## config.mk

```make
export PLATFORM = sky130hd
export DESIGN_NAME = tfe_timer_sched
export DESIGN_NICKNAME = d
export VERILOG_FILES = /design/src/rtl/tfe_timer_pkg.sv /design/src/rtl/tfe_rr_arbiter.sv /design/src/rtl/tfe_timer_sched.sv
export SDC_FILE = /design/constraint.sdc
export NUM_CORES = 1
export LEC_CHECK = 0
export ABC_AREA = 1
export CORE_ASPECT_RATIO = 0.7
export CORE_UTILIZATION = 50
export CTS_BUF_LIST = sky130_fd_sc_hd__clkbuf_16
export DETAILED_ROUTE_END_ITERATION = 7
export PLACE_DENSITY = 0.72
export SYNTH_ARGS = -nofsm -noshare
export SYNTH_HDL_FRONTEND = slang
export SYNTH_SLANG_ARGS = --single-unit
```

## constraint.sdc

```tcl
create_clock -name clk -period 3.5 [get_ports clk]
set_clock_uncertainty 0.05 [all_clocks]
set_input_delay 0.525 -clock clk [delete_from_list [all_inputs] [get_ports clk]]
set_output_delay 0.525 -clock clk [all_outputs]
set_load 0.05 [all_outputs]
```

## src/rtl/tfe_timer_pkg.sv

```systemverilog
// Shared definitions for the TFE timer scheduler: time-base width, delay ceiling,
// per-channel state encoding and the wrap-safe deadline compare.
package tfe_timer_pkg;

  localparam int unsigned TIME_W = 34;
  localparam logic [TIME_W-1:0] MAX_DELAY = {1'b0, {(TIME_W-1){1'b1}}};

  typedef enum logic {
    StIdle  = 1'b0,
    StArmed = 1'b1
  } ch_state_e;

  // True once `now` has reached `deadline`, valid while the two are within half the time range.
  function automatic logic time_reached(input logic [63:0]   now,
                                        input logic [63:0]   deadline,
                                        input int unsigned   width);
    logic [63:0] diff;
    diff = now - deadline;
    return ~diff[6'(width - 1)];
  endfunction

endpackage

```

## src/rtl/tfe_rr_arbiter.sv

```systemverilog
// Round-robin arbiter: one-hot grant searched from an internal pointer, which moves
// past the granted requester whenever the grant is taken.
module tfe_rr_arbiter #(
  parameter int unsigned N    = 4,
  parameter int unsigned IdxW = (N > 1) ? $clog2(N) : 1
) (
  input  logic            clk,
  input  logic            rst_n,
  input  logic [N-1:0]    i_req,
  input  logic            i_advance,
  output logic [N-1:0]    o_gnt,
  output logic [IdxW-1:0] o_gnt_idx
);

  logic [IdxW-1:0] r_ptr;
  logic [IdxW-1:0] w_ptr_nxt;
  logic [IdxW-1:0] w_cand;
  logic            w_found;

  always_comb begin
    o_gnt     = '0;
    o_gnt_idx = '0;
    w_found   = 1'b0;
    w_cand    = '0;
    for (int unsigned k = 0; k < N; k++) begin
      w_cand = IdxW'((32'(r_ptr) + k) % N);
      if (!w_found && i_req[w_cand]) begin
        w_found       = 1'b1;
        o_gnt[w_cand] = 1'b1;
        o_gnt_idx     = w_cand;
      end
    end
  end

  always_comb begin
    w_ptr_nxt = r_ptr;
    if (i_advance && w_found) begin
      w_ptr_nxt = (o_gnt_idx == IdxW'(N - 1)) ? '0 : o_gnt_idx + IdxW'(1);
    end
  end

  always_ff @(posedge clk or negedge rst_n) begin
    if (!rst_n) begin
      r_ptr <= '0;
    end else begin
      r_ptr <= w_ptr_nxt;
    end
  end

endmodule

```

## src/rtl/tfe_timer_sched.sv

```systemverilog
// Multi-channel alarm scheduler: arms relative timeouts as absolute deadlines on the
// shared time base and pulses o_expire per channel when a deadline is reached.
module tfe_timer_sched #(
  parameter int unsigned NUM_CH = 4,
  parameter int unsigned TIME_W = tfe_timer_pkg::TIME_W,
  parameter int unsigned IDX_W  = (NUM_CH > 1) ? $clog2(NUM_CH) : 1
) (
  input  logic                     clk,
  input  logic                     rst_n,
  input  logic [TIME_W-1:0]        i_time,
  input  logic [NUM_CH-1:0]        i_req_valid,
  input  logic [NUM_CH*TIME_W-1:0] i_req_delay,
  output logic [NUM_CH-1:0]        o_req_ready,
  input  logic [NUM_CH-1:0]        i_cancel,
  output logic [NUM_CH-1:0]        o_armed,
  output logic [NUM_CH-1:0]        o_expire,
  output logic [IDX_W-1:0]         o_grant_idx
);
  import tfe_timer_pkg::*;

  localparam logic [TIME_W-1:0] MaxDelay = {1'b0, {(TIME_W-1){1'b1}}};

  logic [NUM_CH-1:0] w_cand;
  logic [NUM_CH-1:0] w_gnt;
  logic [IDX_W-1:0]  w_gnt_idx;
  logic [IDX_W-1:0]  r_grant_idx;

  // A channel being cancelled this cycle is not a candidate for arming.
  assign w_cand      = i_req_valid & ~i_cancel;
  assign o_req_ready = w_gnt;
  assign o_grant_idx = r_grant_idx;

  tfe_rr_arbiter #(
    .N    (NUM_CH),
    .IdxW (IDX_W)
  ) u_arb (
    .clk       (clk),
    .rst_n     (rst_n),
    .i_req     (w_cand),
    .i_advance (|w_gnt),
    .o_gnt     (w_gnt),
    .o_gnt_idx (w_gnt_idx)
  );

  always_ff @(posedge clk or negedge rst_n) begin
    if (!rst_n) begin
      r_grant_idx <= '0;
    end else if (|w_gnt) begin
      r_grant_idx <= w_gnt_idx;
    end
  end

  for (genvar gi = 0; gi < NUM_CH; gi++) begin : g_ch
    ch_state_e         r_state;
    ch_state_e         w_state_nxt;
    logic [TIME_W-1:0] r_deadline;
    logic [TIME_W-1:0] w_deadline_nxt;
    logic [TIME_W-1:0] w_delay;
    logic [TIME_W-1:0] w_delay_sat;
    logic              r_expire;
    logic              w_expire_nxt;
    logic              w_reached;

    assign w_delay     = i_req_delay[gi*TIME_W +: TIME_W];
    assign w_delay_sat = w_delay[TIME_W-1] ? MaxDelay : w_delay;
    assign w_reached   = time_reached(64'(i_time), 64'(r_deadline), TIME_W);

    // Cancel beats arm beats expiry; a re-arm in the expiry cycle swallows the pulse.
    always_comb begin
      w_state_nxt    = r_state;
      w_deadline_nxt = r_deadline;
      w_expire_nxt   = 1'b0;
      if (i_cancel[gi]) begin
        w_state_nxt = StIdle;
      end else if (w_gnt[gi]) begin
        w_state_nxt    = StArmed;
        w_deadline_nxt = i_time + w_delay_sat;
      end else if (r_state == StArmed && w_reached) begin
        w_state_nxt  = StIdle;
        w_expire_nxt = 1'b1;
      end
    end

    always_ff @(posedge clk or negedge rst_n) begin
      if (!rst_n) begin
        r_state    <= StIdle;
        r_deadline <= '0;
        r_expire   <= 1'b0;
      end else begin
        r_state    <= w_state_nxt;
        r_deadline <= w_deadline_nxt;
        r_expire   <= w_expire_nxt;
      end
    end

    assign o_armed[gi]  = (r_state == StArmed);
    assign o_expire[gi] = r_expire;
  end

endmodule
```

# Word-level counts from Yosys, hierarchy flattened
# Cells that the tools add are included.
totals:
  ff_bits: 148
  input_bits: 180
  wordCells: 129
op_classes:
  add_sub_neg: 12
  n_lt_le_gt_ge: 8
  eq_ne: 1
  mux: 57
  bitwise_logic: 13
  reduce_logical: 24
ops:
  columns: ["cell", "n"]
  rows:
  - ["$add 34x33->34", 4]
  - ["$sub 34x34->34", 4]
  - ["$mux 33", 4]
  - ["$mux 1", 36]
  - ["$mux 4", 4]
  - ["$logic_and 1x1->1", 12]
  - ["$lt 2x3->1 const B", 4]
  - ["$or 4x4->4", 3]
  - ["$reduce_bool 3->1", 4]
  - ["$mux 2", 5]
  - ["$bmux 1 s2", 4]
  - ["$demux 1 s2", 4]
  - ["$ge 2x1->1 const B", 4]
  - ["$not 1->1", 8]
  - ["$reduce_and 2->1", 4]
  - ["$add 2x1->2 const B", 2]
  - ["$add 2x2->2 const B", 2]
  - ["$and 4x4->4", 1]
  - ["$not 4->4", 1]
  - ["$reduce_or 4->1", 1]
  - ["$logic_not 1->1", 3]
  - ["$eq 2x2->1 const B", 1]

# Depth between registers and ports, before layout
# Gate-level depths: netlist (run 1).
depth:
  ltp_word: 16
  ltp_mapped: 18

# Hierarchy
# A second synthesis (run 1) with hierarchy kept.
hier_totals:
  cells_unflattened: 3094
  hier_area_um2: 19050.8
modules_own_cells:
  columns: ["module", "instances", "cells_per_inst", "area_each_um2", "seq_area_each_um2"]
  rows:
  - ["tfe_timer_sched", 1, 3006, 18509.0, 3653.5]
  - ["tfe_rr_arbiter", 1, 88, 541.8, 50.0]

# Least setup slack after synthesis (run 1)
# No wires, ideal clock.
synth_timing:
  path_type: "input to register"
  startpoint: "in i_req_delay[33]"
  endpoint: "reg g_ch[0].r_deadline[28]"
  setup_ns: 0.121
  arrival_time_ns: 2.486
  required_time_ns: 3.329
  setup_slack_ns: 0.844
  path_stages: 17
  cell_sequence: "clkbuf_1 -> or2_2 -> ha_1 -> inv_1 -> fa_1 -> inv_1 -> nand2_1 -> o21ai_0 -> nand2_1 -> nand2_1 -> nand2_1 -> nand2_1 -> nand2_1 -> nand3_1 -> nand2_1 -> nand2_1 -> o21ai_1"
synth_via:
  elab_chain_len: 2
synth_lines:
  columns: ["item", "line_no", "source"]
  rows:
  - ["from (decl)", "tfe_timer_sched.sv:12", "input logic [NUM_CH*TIME_W-1:0] i_req_delay,"]
  - ["$mux 33", "tfe_timer_sched.sv:65", "assign w_delay_sat = w_delay[TIME_W-1] ? MaxDelay : w_delay;"]
  - ["$add 34x33->34", "tfe_timer_sched.sv:77", "w_deadline_nxt = i_time + w_delay_sat;"]
  - ["to (signal assigned)", "tfe_timer_sched.sv:91", "r_deadline <= w_deadline_nxt;"]
  - ["to (decl)", "tfe_timer_sched.sv:56", "logic [TIME_W-1:0] r_deadline;"]
# Every way passes these cells.
# A chain may end at the register's enable or synchronous reset.

# Final worst setup path (run 1)
layout_timing:
  startpoint: "reg u_arb.r_ptr[0]"
  endpoint: "out o_req_ready[0]"
layout_via:
  elab_chain_len: 12
  elab_cells_between_ends: 47
layout_lines:
  columns: ["item", "line_no", "source"]
  rows:
  - ["from (decl)", "tfe_rr_arbiter.sv:15", "logic [IdxW-1:0] r_ptr;"]
  - ["from (signal assigned)", "tfe_rr_arbiter.sv:46", "r_ptr <= w_ptr_nxt;"]
  - ["parallel branches: the longest is 11 deep, another holds $lt 2x3->1", null, null]
  - ["$mux 4 (*)", "tfe_rr_arbiter.sv:27", "if (!w_found && i_req[w_cand]) begin"]
  - ["to (decl)", "tfe_timer_sched.sv:13", "output logic [NUM_CH-1:0] o_req_ready,"]
# Mark *: on every way between the ends. The select of a mux whose other input is x is not followed.

==> summary.txt, run 1 <==
Yosys
  • FF+latch count, synth: 148
  • Mapped Cells: 3024
  • Post-synth top area share: 0.1961
  • Syn Area/Cell: between 6 and 7 sq um
  • Most common cell in the netlist: nand2_1
  • Leading area contributor after synthesis: dfrtp_1
  • YS warnings: 0
  • Main synth FF type: dfrtp_1
  • Syn_nets: between 3000 and 4000
  • Mapped cell area: about 19000 sq um
  • Most common library cells after synthesis: nand2_1, inv_1, ha_1
  • Register area share after synthesis: 0.1961
  • EDFF count, synth: 0
  • Top post-synthesis cells by area: dfrtp_1, nand2_1, ha_1, inv_1, a21oi_1
  • Yosys cell types: 37
  • Asr flop ratio synth: 1.000

Setup path
  • Ordered cell list for the critical path: inv_4 -> ha_1 -> inv_1 -> nand3_1 -> nand2_1 -> nand3_2 -> nor2_1 -> nor2_2 -> nand2_4 -> buf_4
  • CP startpoint kind: flip-flop
  • Critical path type: flip-flop to output port
  • Crit end category: output port
  • Worst-path maximum fanout: 12
  • CP Data Required Time: 2.92 ns
  • Slowest CP cell: dfrtp_1
  • Max incr delay on CP: 0.63 ns
  • Critical Path AT: roughly 2.8 ns

Timing
  • Worst setup margin: around 0.14 ns
  • Final setup vio count: 0
  • Final Hold Viols: 9
  • Final period utilization: 0.9586
  • RSZ-0062 raised after global routing: false
  • Hold slack: -0.03188 ns
  • Final number of max-transition violations: 0
  • Fmax achieved: roughly 0.30 GHz
  • Min Tclk post-route: roughly 3.4 ns
  • Setup TNS: 0 ns
  • Max_slew headroom: 0.4773
  • Worst-margin pin slew: 0.7758 ns

GRT
  • GRT Total Usage: 0.3631
  • Initial antenna violation count: 2
  • Gr ovfl total: 0
  • Largest net degree at the start of global routing: 62
  • Vias in the first global route: 18796
  • First-pass GRT wire length: around 100000 um

Hold path
  • Worst Hold Class: input pin to asynchronous set/reset pin

Outcome
  • Failing checks: negative hold slack
  • Result of the run: finished, violations left

Floorplan
  • IO Count: around 190
  • Die area: 38560 sq um
  • Cell row count: 59
  • Die Wd: 234.3 um
  • Die Ht: 164.6 um
  • Initial Util: 0.5075
  • Core Area: 37210 sq um

Routing
  • Antenna Nets Post-Route: 0
  • Drt wl/cell: 18.39 um
  • Drt via density: ~5.4
  • Detailed Route Iter0 Violations: 2015
  • TritonRoute pass-1 iters: 6
  • WL final: 69340 um
  • Drc violations: 0
  • Vias: 20490

CTS
  • H-tree levels: 4
  • CTS Sinks: between 100 and 150
  • Post-CTS Hold Fix Bufs: 0
  • CTS root buf: clkbuf_16
  • CTS tree: yes
  • Total CTS buffers: 17
  • Deepest clock path buffer count: 2
  • Clk_lat worst skew: 0.46 ns
  • Post-CTS Setup Bufs: 0
  • Clk slew on worst S/H paths: 0.06 ns
  • Post-cts sizing count: 0

Pwr
  • Power per standard cell area: 519.2 nW/um^2
  • P_leak: around 12 nW
  • Max VDD drop: about 0.00046 V

Final layout
  • Number of fillers in the final layout: 3591
  • Share of layout cells above drive strength 1: 0.08653
  • Fin nets: 3723
  • Area delta synth->final: 18.21%
  • Final core occ: 0.5999

Placed design
  • Gpl congestion: 1.013
  • Dpl hpwl: 54660 um
  • Pre-CTS setup slack: 0.1379 ns
  • IO buf count: 193

Flow run
  • Max-Cap Viols: 0
path summary, 6_finish.rpt:
check	start	to	slack (ns)	cells past startpoint
setup / recovery	u_arb.r_ptr[0]	o_req_ready[0]	0.14	10
hold / removal	rst_n	g_ch[0].r_deadline[20]	-0.03	1
setup reg to reg	u_arb.r_ptr[0]	g_ch[0].r_deadline[25]	0.51	13
hold reg to reg	g_ch[1].r_deadline[0]	g_ch[1].r_deadline[0]	0.43	2
max in group asynchronous	rst_n	g_ch[1].r_deadline[5]	2.47	2
min in group clk	g_ch[1].r_deadline[0]	g_ch[1].r_deadline[0]	0.43	2
area by class of cell:
class | instances | area, sq um | area share
sequential | 148 | 3705 | 0.1660
inverter | 442 | 1672 | 0.07489
timing repair buffer | 273 | 2574 | 0.1153
multi-input combinational | 2388 | 13220 | 0.5922
clock inverter | 14 | 112.6 | 0.005045
clock buffer | 17 | 425.4 | 0.01906
antenna | 1 | 2.502 | 0.0001121
tap | 488 | 610.6 | 0.02736
report_power, final:
part / switching, W / leakage, nW / internal, W
clock network: 0.000835 / 0.268 / 0.000967
logic: 0.00440 / 9.43 / 0.00249
registers: 0.000393 / 1.86 / 0.00251
flip-flops by register name (all words and copies together), names as in the netlist:
name             cells
o_grant_idx          2
u_arb.r_ptr          2
g_ch.r_expire        4
g_ch.r_state         4
g_ch.r_deadline    136
worst max-delay path, delay by kind of cell (launching register included):
family	cells	cell delay, ns
fa+ha+maj	1	0.40
buf+inv	3	0.50
flops	1	0.63
simple gates	6	0.79
metal layers:
metal | vias to the layer above | GRT usage | routed length [um]
met5 | - | 0 | 0
met4 | 0 | 0.1189 | 2226
met3 | 111 | 0.08633 | 7305
met2 | 868 | 0.5223 | 27440
met1 | 9300 | 0.5258 | 32370
li1 | 10211 | - | -
kinds of logic after synthesis:
| group | count (synthesis) | share of synthesized area |
|---|---|---|
| simple gates | 1579 | 0.3570 |
| buf+inv | 488 | 0.1038 |
| compound gates | 463 | 0.1267 |
| fa+ha+maj | 273 | 0.1825 |
| flops | 148 | 0.1961 |
| xor+xnor | 73 | 0.03386 |
per-stage QoR:
| stage | total power [W] | cells | cell area, sq um |
|---|---|---|---|
| global placement | 0.009394 | 3739 | 21780 |
| finish | 0.01159 | 3771 | 22320 |
| detailed placement | 0.009635 | 3739 | 21780 |
| CTS | 0.01148 | 3770 | 22320 |
| global route | 0.01260 | 3771 | 22320 |
| floorplan | 0.007677 | 3024 | 18880 |
layout by cell type (no fill, tap or decap), types with 17 or more instances in the layout:
cell type | synthesis | layout
nor3_1 | 38 | 38
nand2_1 | 939 | 939
buf_4 | 12 | 80
inv_1 | 432 | 433
clkdlybuf4s50_1 | 0 | 188
clkbuf_16 | 0 | 17
a21oi_1 | 212 | 212
o21ai_1 | 113 | 113
nand4_1 | 30 | 30
xnor2_1 | 65 | 65
o21ai_0 | 110 | 110
nor2_1 | 239 | 239
dfrtp_1 | 148 | 147
ha_1 | 269 | 269
nand3_1 | 169 | 169
or2_2 | 132 | 132
No activity file was read; power rests on OpenSTA's default activity.
==> inputs of run 2 (changes only) <==
--- a/config.mk
+++ b/config.mk
@@ -11,6 +11,7 @@
 export CTS_BUF_LIST = sky130_fd_sc_hd__clkbuf_16
 export DETAILED_ROUTE_END_ITERATION = 7
 export PLACE_DENSITY = 0.72
+export RECOVER_POWER = 100
 export SYNTH_ARGS = -nofsm -noshare
 export SYNTH_HDL_FRONTEND = slang
 export SYNTH_SLANG_ARGS = --single-unit
==> run 2 against run 1 <==
The flow finishes with violations (negative hold slack, max-capacitance violations, max-slew violations). Count of clock-buffer cells in the layout unchanged. Core utilization shrank 0.24 points. Hold slack worse by 0.0028 ns. Wire length up 0.24%. Via count grew 0.14%. Non-clock buffer count unchanged.
==> summary.txt, run 2 (synthesis results as in run 1) <==
Routing
  • TritonRoute pass-1 iters: 6
  • WL final: 69510 um
  • Vias: 20518
  • Detailed Route Iter0 Violations: between 2000 and 2500
  • Drt via density: between 5 and 6
  • Drc violations: 0
  • Drt wl/cell: roughly 18 um
  • Antenna Nets Post-Route: 0

CTS
  • CTS Sinks: 148
  • Total CTS buffers: 17
  • Post-CTS Hold Fix Bufs: 0
  • Post-CTS Setup Bufs: 0
  • CTS tree: yes
  • Post-cts sizing count: 0
  • Deepest clock path buffer count: 2
  • H-tree levels: 4
  • Clk_lat worst skew: 0.46 ns
  • Clk slew on worst S/H paths: around 0.06 ns
  • CTS root buf: clkbuf_16

Setup path
  • Worst Setup EP: o_req_ready[0]
  • Critical Path AT: 2.76 ns
  • CP Data Required Time: 2.92 ns
  • CP startpoint kind: flip-flop
  • Worst setup path start: u_arb.r_ptr[0]
  • Critical path type: flip-flop to output port
  • Worst reg2reg startpoint: u_arb.r_ptr[0]
  • Crit end category: output port
  • Worst r2r dst: g_ch[2].r_deadline[11]
  • Worst-path maximum fanout: 12
  • Worst R2R Setup Slack: 0.32 ns
  • Worst R2R Path Depth: 13

Pwr
  • Seq pwr share: 0.254
  • P_leak: 11.54 nW
  • Comb power frac: 0.588
  • Power per standard cell area: between 500 and 600 nW/um^2
  • Max VDD drop: 0.0004539 V
  • Power, Total: 0.01143 W
  • Sw Share: 0.4868
  • Clock power frac: 0.158
  • Psw: 0.005562 W
  • Internal Power: 0.005864 W

Timing
  • Min Tclk post-route: 3.340 ns
  • Fmax achieved: 0.2994 GHz
  • Worst-margin pin slew: 1.931 ns
  • Final number of max-transition violations: 96
  • Worst setup margin: 0.1600 ns
  • Hold slack: -0.03464 ns
  • Max_slew headroom: -0.2876
  • Final period utilization: 0.9543
  • Setup TNS: 0 ns
  • RSZ-0062 raised after global routing: false
  • Final Hold Viols: 10
  • Final setup vio count: 0

Placed design
  • Placed Cells: 3739
  • Dpl hpwl: 54660 um
  • Gpl congestion: 1.013
  • Pre-CTS setup slack: 0.1379 ns
  • Cell Area, Placed: ~22000 sq um
  • IO buf count: between 150 and 200

Final layout
  • Area delta synth->final: 17.74%
  • Share of layout cells above drive strength 1: 0.08410
  • Fin nets: around 3700
  • Max reg flops: between 100 and 150
  • Fin cells: around 3800
  • Design Area, Final: 22230 sq um
  • Commonest non-fill, non-tap cell in the layout: nand2_1
  • Biggest register: g_ch.r_deadline
  • Largest registers: g_ch.r_deadline: 136 flops, g_ch.r_expire: 4 flops, g_ch.r_state: 4 flops
  • Commonest cells after routing, fill and taps aside: nand2_1, inv_1, ha_1
  • Number of fillers in the final layout: 3609

Floorplan
  • IO Count: 194
  • Cell row count: 59
  • Die Wd: 234.3 um
  • Initial Util: 0.5075
  • Die area: 38560 sq um
  • Die Ht: 164.6 um
  • Core Area: between 30000 and 40000 sq um

Flow run
  • Max-Cap Viols: 2

GRT
  • GRT Total Usage: 0.3631
  • First-pass GRT wire length: about 100000 um
  • Initial antenna violation count: 2
  • Largest net degree at the start of global routing: 62
  • Vias in the first global route: 18796
  • Gr ovfl total: 0

Outcome
  • Result of the run: finished, violations left
  • Failing checks: negative hold slack, max-capacitance violations, max-slew violations

Hold path
  • Worst Hold Class: input pin to asynchronous set/reset pin
==> run 2: cell count changes in the layout (fill, tap and decap cells not counted), sizes merged <==
cell	delta
buf	-16
clkbuf	+16
clkdlybuf4s50	-14
dlygate4sd3	+14
diode	+2
==> run 2: final cells by class <==
cell class / instances / area, sq um / area share
Antenna cell: 3 / 7.507 / 0.0003377
Multi-Input combinational cell: 2388 / 13200 / 0.5939
Sequential cell: 148 / 3705 / 0.1666
Inverter: 442 / 1664 / 0.07485
Clock buffer: 17 / 425.4 / 0.01914
Tap cell: 488 / 610.6 / 0.02747
Clock inverter: 14 / 112.6 / 0.005065
Timing Repair Buffer: 273 / 2504 / 0.1126
==> run 2: worst min path at each step <==
| stage | startpoint | endpoint | slack [ns] |
|---|---|---|---|
| CTS | rst_n | g_ch[0].r_deadline[20] | 0.008 |
| finish | rst_n | g_ch[0].r_deadline[20] | -0.03 |
| floorplan | rst_n | g_ch[0].r_deadline[0] | 0.18 |
| detailed placement | g_ch[1].r_deadline[0] | g_ch[1].r_deadline[0] | 0.42 |
| global route | rst_n | g_ch[0].r_deadline[20] | 0.02 |
| global placement | g_ch[2].r_deadline[0] | g_ch[2].r_deadline[0] | 0.41 |
==> run 2: worst max-delay path, stage by stage (launching register included) <==
cell and delay (ns):
dfrtp_1 0.64, inv_4 0.14, ha_1 0.41, inv_1 0.12, nand3_1 0.08, nand2_1 0.10, nand3_2 0.17, nor2_1 0.17
nor2_2 0.07, nand2_4 0.17, buf_4 0.24
==> run 2: metal layers <==
metal	routed length, um	global-route usage	share of wire	vias to the layer above
met5	0	0	0	-
met4	2222	0.1189	0.032	0
met3	6951	0.08633	0.10	113
met2	27540	0.5223	0.40	850
met1	32800	0.5258	0.47	9364
li1	-	-	-	10191
==> run 2: power groups by stage <==
| stage | clock network [W] | registers, W | logic, W |
|---|---|---|---|
| final | 0.00180 | 0.00290 | 0.00672 |
| after global routing | 0.00187 | 0.00299 | 0.00757 |
| after CTS | 0.00181 | 0.00289 | 0.00678 |
| after detailed placement | 0 | 0.00292 | 0.00672 |
| after global placement | 0 | 0.00289 | 0.00650 |
| after floorplan | 0 | 0.00283 | 0.00485 |
==> run 2: through the flow <==
stage,hold WS [ns],util
floorplan,0.1794,-
global placement,0.4130,0.5854
detailed placement,0.4179,0.5854
CTS,0.007882,0.5998
global route,0.01761,0.5974
finish,-0.03464,0.5975
==> inputs of run 3 (changes only) <==
--- a/config.mk
+++ b/config.mk
@@ -6,11 +6,13 @@
 export NUM_CORES = 1
 export LEC_CHECK = 0
 export ABC_AREA = 1
+export CELL_PAD_IN_SITES_DETAIL_PLACEMENT = 1
+export CELL_PAD_IN_SITES_GLOBAL_PLACEMENT = 2
 export CORE_ASPECT_RATIO = 0.7
-export CORE_UTILIZATION = 50
+export CORE_UTILIZATION = 34
 export CTS_BUF_LIST = sky130_fd_sc_hd__clkbuf_16
 export DETAILED_ROUTE_END_ITERATION = 7
-export PLACE_DENSITY = 0.72
+export PLACE_DENSITY_LB_ADDON = 0.1
 export RECOVER_POWER = 100
 export SYNTH_ARGS = -nofsm -noshare
 export SYNTH_HDL_FRONTEND = slang
==> run 3 against run 2 <==
The flow finishes with violations (max-capacitance violations, max-slew violations). Critical path depth did not move. Global-route usage is 6.4 points lower. Combinational power is 4.5% higher. First-iteration DRC count fell by 44%. Final area up 3.4%. Fmax up 2.5%. Highest routed layer unchanged.
==> summary.txt, run 3 (synthesis results as in run 1) <==
Outcome
  • Result of the run: finished, violations left
  • Failing checks: max-capacitance violations, max-slew violations

GRT
  • First-pass GRT wire length: 127700 um
  • Vias in the first global route: 21138
  • Gr ovfl total: 0
  • Largest net degree at the start of global routing: 57
  • Initial antenna violation count: 5
  • GRT Total Usage: 0.2990

Floorplan
  • Die Wd: 283.7 um
  • IO Count: 194
  • Die Ht: between 150 and 200 um
  • Die area: ~56000 sq um
  • Initial Util: 0.3479
  • Core Area: 54280 sq um
  • Cell row count: ~70

Timing
  • Max_slew headroom: -0.1734
  • Final setup vio count: 0
  • Hold slack: 0.4348 ns
  • RSZ-0062 raised after global routing: false
  • Final number of max-transition violations: 57
  • Min Tclk post-route: 3.258 ns
  • Final Hold Viols: 0
  • Worst-margin pin slew: about 1.8 ns
  • Worst setup margin: 0.2416 ns
  • Final period utilization: 0.9310
  • Fmax achieved: about 0.3 GHz

Pwr
  • Max VDD drop: 0.0003894 V
  • Psw: 0.005817 W
  • Power, Total: 0.01189 W
  • P_leak: 11.80 nW
  • Clock power frac: 0.167
  • Sw Share: 0.4892
  • Power per standard cell area: 517.1 nW/um^2
  • Internal Power: roughly 0.0061 W
  • Comb power frac: 0.591
  • Seq pwr share: 0.242

Final layout
  • Commonest non-fill, non-tap cell in the layout: nand2_1
  • Biggest register: g_ch.r_deadline
  • Design Area, Final: about 23000 sq um
  • FF/Latch Area: 3704 sq um
  • Fin nets: 3764
  • Commonest cells after routing, fill and taps aside: nand2_1, inv_1, ha_1
  • Multi-input gate area: 13180 sq um
  • Max reg flops: about 140
  • Share of layout cells above drive strength 1: 0.09299
  • Number of fillers in the final layout: roughly 7300
  • Final core occ: 0.4237
  • Area delta synth->final: 21.79%
  • Diode count: 0
  • Largest registers: g_ch.r_deadline: 136 flops, g_ch.r_expire: 4 flops, g_ch.r_state: 4 flops

Hold path
  • Worst Hold Class: flip-flop to flip-flop

Setup path
  • CP Data Required Time: roughly 2.9 ns
  • Worst-path maximum fanout: 7
  • Critical Path AT: roughly 2.7 ns
  • Critical path type: flip-flop to output port
  • Crit end category: output port
  • CP startpoint kind: flip-flop

CTS
  • Post-cts sizing count: 0
  • CTS root buf: clkbuf_16
  • CTS tree: yes
  • Total CTS buffers: 17
  • Deepest clock path buffer count: 2
  • CTS Sinks: approximately 150
  • Post-CTS Setup Bufs: 0
  • Post-CTS Hold Fix Bufs: 0
  • Clk_lat worst skew: 0.46 ns
  • Clk slew on worst S/H paths: 0.07 ns
  • H-tree levels: 4

Placed design
  • IO buf count: 193
  • Cell Area, Placed: 22540 sq um
  • Pre-CTS setup slack: -0.1262 ns
  • Dpl hpwl: 67810 um
  • Gpl congestion: 0.9517

Routing
  • Drc violations: 0
  • Antenna Nets Post-Route: 0
  • Drt via density: 5.133
  • WL final: 84020 um
  • TritonRoute pass-1 iters: 5
  • Vias: between 20000 and 25000
  • Drt wl/cell: slightly above 20 um
  • Detailed Route Iter0 Violations: 1160

Flow run
  • Max-Cap Viols: 1
[run 3: layout make-up]
cell class,count,share of cell area
multi-input cells,2388,0.5731
flip-flops and latches,148,0.1611
repair buffers,314,0.1280
inverters,442,0.07247
well taps,730,0.03972
clock buffers,17,0.01850
clock inverters,14,0.007128
[run 3: routing by layer]
layer / track usage / part of all wire / vias up
met3: 0.03048 / 0.044 / 52
met2: 0.4646 / 0.42 / 419
met4: 0.05065 / 0.013 / 0
met1: 0.4472 / 0.52 / 10073
met5: 0 / 0 / -
li1: - / - / 10260
[run 3: worst paths after layout]
check | to | start | slack (ns) | depth (start not counted)
max reg2reg | g_ch[2].r_deadline[33] | u_arb.r_ptr[1] | 0.40 | 13
max in group asynchronous | g_ch[1].r_deadline[24] | rst_n | 0.74 | 2
min | g_ch[3].r_deadline[24] | g_ch[3].r_deadline[24] | 0.43 | 2
min reg2reg | g_ch[3].r_deadline[24] | g_ch[3].r_deadline[24] | 0.43 | 2
max | o_req_ready[3] | u_arb.r_ptr[1] | 0.24 | 10
min in group asynchronous | g_ch[0].r_deadline[27] | rst_n | 0.44 | 1
[run 3: power by group through the flow]
stage / Clock (W) / Combinational (W) / Sequential [W]
detailed placement: 0 / 0.00718 / 0.00291
floorplan: 0 / 0.00485 / 0.00283
global placement: 0 / 0.00688 / 0.00287
finish: 0.00199 / 0.00702 / 0.00288
global route: 0.00208 / 0.00791 / 0.00297
CTS: 0.00203 / 0.00723 / 0.00288
[run 3: per-stage QoR]
stage                     std cells  setup TNS (ns)
after floorplan                3024               0
after global placement         4022         -0.1585
after detailed placement       4022         -0.2217
after CTS                      4053               0
after global routing           4053               0
final                          4053               0
[run 3: worst max-delay path: stages (launching register included)]
cell,delay (ns)
dfrtp_1,0.37
inv_1,0.23
ha_1,0.37
inv_1,0.13
nand3_1,0.10
nand2_1,0.12
nand3_2,0.18
nor2_1,0.14
nor2_1,0.07
nand2_1,0.19
clkbuf_2,0.32
